$ cat config.mk
export PLATFORM = sky130hd
export DESIGN_NAME = pass_request_ctrl
export DESIGN_NICKNAME = d
export VERILOG_FILES = /design/src/rtl/pass_request_ctrl.sv
export SDC_FILE = /design/constraint.sdc
export NUM_CORES = 1
export LEC_CHECK = 0
export CAP_MARGIN = 20
export CORE_MARGIN = 1.5
export CORE_UTILIZATION = 43
export CTS_BUF_LIST = sky130_fd_sc_hd__clkbuf_4 sky130_fd_sc_hd__clkbuf_8 sky130_fd_sc_hd__clkbuf_16
export CTS_CLUSTER_DIAMETER = 150
export DETAILED_ROUTE_END_ITERATION = 12
export HOLD_SLACK_MARGIN = 0.05
export PLACE_DENSITY_LB_ADDON = 0.1
export RECOVER_POWER = 100
export SLEW_MARGIN = 0
export SYNTH_ARGS = -nofsm -noshare
export SYNTH_HDL_FRONTEND = slang
export SYNTH_SLANG_ARGS = --single-unit
$ cat constraint.sdc
create_clock -name clk -period 3.55 [get_ports clk]
set_input_delay 0.71 -clock clk [delete_from_list [all_inputs] [get_ports clk]]
set_output_delay 0.71 -clock clk [all_outputs]
set_load 0.03 [all_outputs]
$ cat src/rtl/pass_request_ctrl.sv
// pass_request_ctrl: synchronise/debounce a pedestrian button, hold the request until the light is not green, pulse pass, then lock out.
// Defining PASS_STAT_EN adds a 16-bit wrapping pass_cnt output counting pass pulses.
module pass_request_ctrl #(
    parameter int SYNC_STAGES    = 2,
    parameter int DB_CYCLES      = 16,
    parameter int HOLDOFF_CYCLES = 1024
) (
    input  logic        clk,
    input  logic        rst,
    input  logic        btn_raw,
    input  logic        g_in,
    output logic        pass,
    output logic        pending,
`ifdef PASS_STAT_EN
    output logic        busy,
    output logic [15:0] pass_cnt
`else
    output logic        busy
`endif
);
    localparam int CMAX = DB_CYCLES > HOLDOFF_CYCLES ? DB_CYCLES : HOLDOFF_CYCLES;
    localparam int CW = $clog2(CMAX + 1);
    localparam logic [CW-1:0] DB_LAST = CW'(DB_CYCLES - 1);
    localparam logic [CW-1:0] HO_LAST = CW'(HOLDOFF_CYCLES - 1);

    typedef enum logic [2:0] {
        IDLE         = 3'd0,
        DEBOUNCE     = 3'd1,
        PENDING      = 3'd2,
        HOLDOFF      = 3'd3,
        WAIT_RELEASE = 3'd4
    } state_t;

    state_t                 state;
    logic [CW-1:0]          cnt;
    logic [SYNC_STAGES-1:0] sync;
    logic                   btn_s;

    assign btn_s   = sync[SYNC_STAGES-1];
    assign pending = state == PENDING;
    assign busy    = state == HOLDOFF || state == WAIT_RELEASE;

    always_ff @(posedge clk or negedge rst) begin
        if (!rst) sync <= '0;
        else      sync <= {sync[SYNC_STAGES-2:0], btn_raw};
    end

    // cnt is cleared on every transition so each state starts counting from zero
    always_ff @(posedge clk or negedge rst) begin
        if (!rst) begin
            state <= IDLE;
            cnt   <= '0;
            pass  <= 1'b0;
        end else begin
            pass <= 1'b0;
            case (state)
                IDLE: if (btn_s) begin
                    state <= DEBOUNCE;
                    cnt   <= '0;
                end
                DEBOUNCE: if (!btn_s) begin
                    state <= IDLE;
                    cnt   <= '0;
                end else if (cnt == DB_LAST) begin
                    state <= PENDING;
                    cnt   <= '0;
                end else cnt <= cnt + CW'(1);
                PENDING: if (!g_in) begin
                    state <= HOLDOFF;
                    cnt   <= '0;
                    pass  <= 1'b1;
                end
                HOLDOFF: if (cnt == HO_LAST) begin
                    state <= btn_s ? WAIT_RELEASE : IDLE;
                    cnt   <= '0;
                end else cnt <= cnt + CW'(1);
                WAIT_RELEASE: if (!btn_s) begin
                    state <= IDLE;
                    cnt   <= '0;
                end
                default: begin
                    state <= IDLE;
                    cnt   <= '0;
                end
            endcase
        end
    end

`ifdef PASS_STAT_EN
    always_ff @(posedge clk or negedge rst) begin
        if (!rst)                         pass_cnt <= '0;
        else if (state == PENDING && !g_in) pass_cnt <= pass_cnt + 16'd1;
    end
`endif
endmodule

==> metrics.md <==
| Metric | Value |
|---|---|
| Root Driver | clkbuf_4 |
| CP Cell Sequence | nand3b_1, nand2_1, dlygate4sd3_1 |
| Synth Net Count | 106 |
| Via count | 768 |
| Layout cells sized above 1 | 5.66% |
| Worst hold slack | 0.359 ns |
| Switching Fraction | 41.4% |
| Sequential cell area | 425 µm² |
| FFs w/ async S/R, synth | 100% |
| Compound-Gate Fraction of Synth Area | 16.3% |
| Commonest non-fill, non-tap cells in the layout | dfrtp_1, nand2_1, nor2_1 |
| Clk sink count | 17 |
| Buffer and inverter count on the worst path | 1 |
| Post-DP HPWL | 1.27 mm |
| WS Path Type | reg2out |
| Routed wire length | 1.73 mm |
| Clock transition at the registers of the reported paths | 0.09 ns |
| FILL cells | 196 |
| Final Hold Fails | 0 |
| Post-synthesis adder-cell area fraction | 1.31% |
| TritonCTS clock tree | built |
| WL per Instance | 13.0 µm |
| Max Cap Viol | 0 |
| CTS Buf Count | 3 |
| Final period utilization | 70.7% |
| Mux cell area share after synthesis | 3.41% |
| Pint | 405 µW |
| Sequential power share | 39.3% |
| Worst-margin pin slew | 0.738 ns |
| Post-route setup TNS | 0 ns |
| Post-synth EDFFs | 0 |
| DIE HEIGHT | 50.1 µm |
| Number of remaining DRC errors | 0 |
| Initial antenna violation count | 0 |
| H-tree level count | 1 |
| Hold Path Class | reg2reg |
| Dominant cell type by area after synthesis | dfrtp_1 |
| Main combinational cell family by area after synthesis | simple AND/OR/NAND/NOR gates |
| Clock share of power | 16.0% |
| Vias in the first global route | 706 |
| Top Family by Delay on Critical Path | buffers and inverters |
| Synthesized instance count | 101 |
| Required time of the critical path | 2.84 ns |
| Post-layout power | 692 µW |
| Post-CTS sizing | 0 |
| Clock Skews | 0.00597 ns |
| Peak supply drop | 0.375 mV |
| Worst path slowest cell | dlygate4sd3_1 |
| Combinational share of power | 44.7% |
| Final setup vio count | 0 |
| Die Wd | 50.1 µm |
| First-pass detailed-route iteration total | 4 |
| Multi-input combinational cell area | 482 µm² |
| Critical path arrival | 1.80 ns |
| Core Area | 2020 µm² |
| Slew Limit Fails | 0 |
| CP Max Fanout | 9 |
| Core Rows | 16 |
| Clock buffer depth | 2 |
| Relative slew slack | 50.6% |
| Initial drt markers | 30 |
| Ant diodes | 0 |
| Pin count of the biggest net entering global routing | 21 |
| Warning count from the yosys run | 0 |
| Crit-path max cell delay | 0.73 ns |
| Congestion Overflow GR | 0 |
| Layout area overhead | 9.32% |
| ANT nets after route | 0 |
| Synth unique cells | 42 |
| Routability Congestion | 0.774 |
| Synth Flop Type | dfrtp_1 |
| CP startpoint kind | flip-flop |
| Sequential element share of the synthesized area | 44.6% |
| # port buffers | 6 |
| Status | finished clean |
| Initial Util | 47.2% |
| Yosys reg bits | 17 |
| Post-layout nets | 112 |
| Gr usage total | 16.3% |
| Leading cell type in the layout, fill and taps excluded | dfrtp_1 |
| Sw power | 287 µW |
| RSZ-0062 raised after global routing | false |
| Latest clock arrival within the worst-skew pair | 0.28 ns |
| Mapped Avg Cell Area | 9.44 µm² |
| I/O pins | 7 |
| Post-CTS setup buffers | 0 |
| CTS hold repair buffers | 0 |
| Simple-Gate Fraction of Synth Area | 27.7% |
| Die ar. | 2510 µm² |
| XOR/XNOR Fraction of Synth Area | 1.84% |
| Pwr Density | 664 nW/µm² |
| Crit end category | output pin |
| Static leakage | 0.444 nW |
| Post-Syn Area | 953 µm² |
| Min Clock Period, post-route | 2.51 ns |
| First-pass GRT wire length | 3.12 mm |
| Max Fclk | 399 MHz |
| Ranking of synthesized cells by area | dfrtp_1, nand2_1, nor2_1 |
| Proportion of netlist area held by the largest area contributor | 44.6% |
| Vias per inst | 5.77 |
power groups by stage:
stage | logic [mW] | registers (mW) | clock network [mW]
5_1_grt | 0.352 | 0.280 | 0.122
6_report | 0.310 | 0.272 | 0.110
2_1_floorplan | 0.266 | 0.266 | 0
4_1_cts | 0.321 | 0.271 | 0.112
3_5_place_dp | 0.320 | 0.274 | 0
3_3_place_gp | 0.324 | 0.275 | 0
cells in the mapped netlist (2+ instances only):
master	instances
nor2_1	8
o21ai_0	3
and2_1	3
a21oi_1	3
clkbuf_1	2
and4_1	2
buf_6	2
nor3_1	4
mux2_2	2
nand2_1	13
or4_1	2
dfrtp_1	17
inv_1	3
a211oi_1	2
o31ai_1	3
nand3_1	4
nand4_1	2
a31oi_1	2
worst paths after layout:
path | to | slack, ns | from | depth (start not counted)
setup reg to reg | state[2] | 1.55 | cnt[0] | 5
hold reg to reg | sync[1] | 0.36 | sync[0] | 0
setup / recovery | busy | 1.04 | state[2] | 3
hold / removal | sync[1] | 0.36 | sync[0] | 0
min in group asynchronous | cnt[4] | 0.92 | rst | 1
max in group asynchronous | state[1] | 2.16 | rst | 1
sequential cells by signal (all words and copies together) (netlist names):
signal	flops
cnt	11
pass	1
state	3
sync	2
layer usage:
metal | part of all wire, % | up-vias | track usage [%]
li1 | - | 391 | -
met1 | 52 | 369 | 24.1
met2 | 45 | 6 | 23.2
met3 | 2.5 | 2 | 3.64
met4 | 0.35 | 0 | 5.56
met5 | 0 | - | 0
final cells by class:
type,instances,area share [%]
inverters,3,1.08
well taps,27,3.24
repair buffers,6,5.76
multi-input cells,76,46.2
flip-flops and latches,17,40.8
clock buffers,4,2.88
per-stage QoR:
stage | util, % | setup slack [ns] | cells | instance area, µm²
2_1_floorplan | - | 1.73 | 101 | 953
3_3_place_gp | 50.1 | 1.02 | 129 | 1010
3_5_place_dp | 50.1 | 0.980 | 129 | 1010
4_1_cts | 51.5 | 1.10 | 133 | 1040
5_1_grt | 51.5 | 0.910 | 133 | 1040
6_report | 51.5 | 1.04 | 133 | 1040
kinds of logic (layout without fill, tap and decap cells):
logic type	count (synthesis)	count (layout)
mux	3	3
buf+inv	8	13
xor+xnor	2	2
fa+ha+maj	1	1
compound gates	22	22
flops	17	17
simple gates	48	48
(Power assumes the default switching activity.)
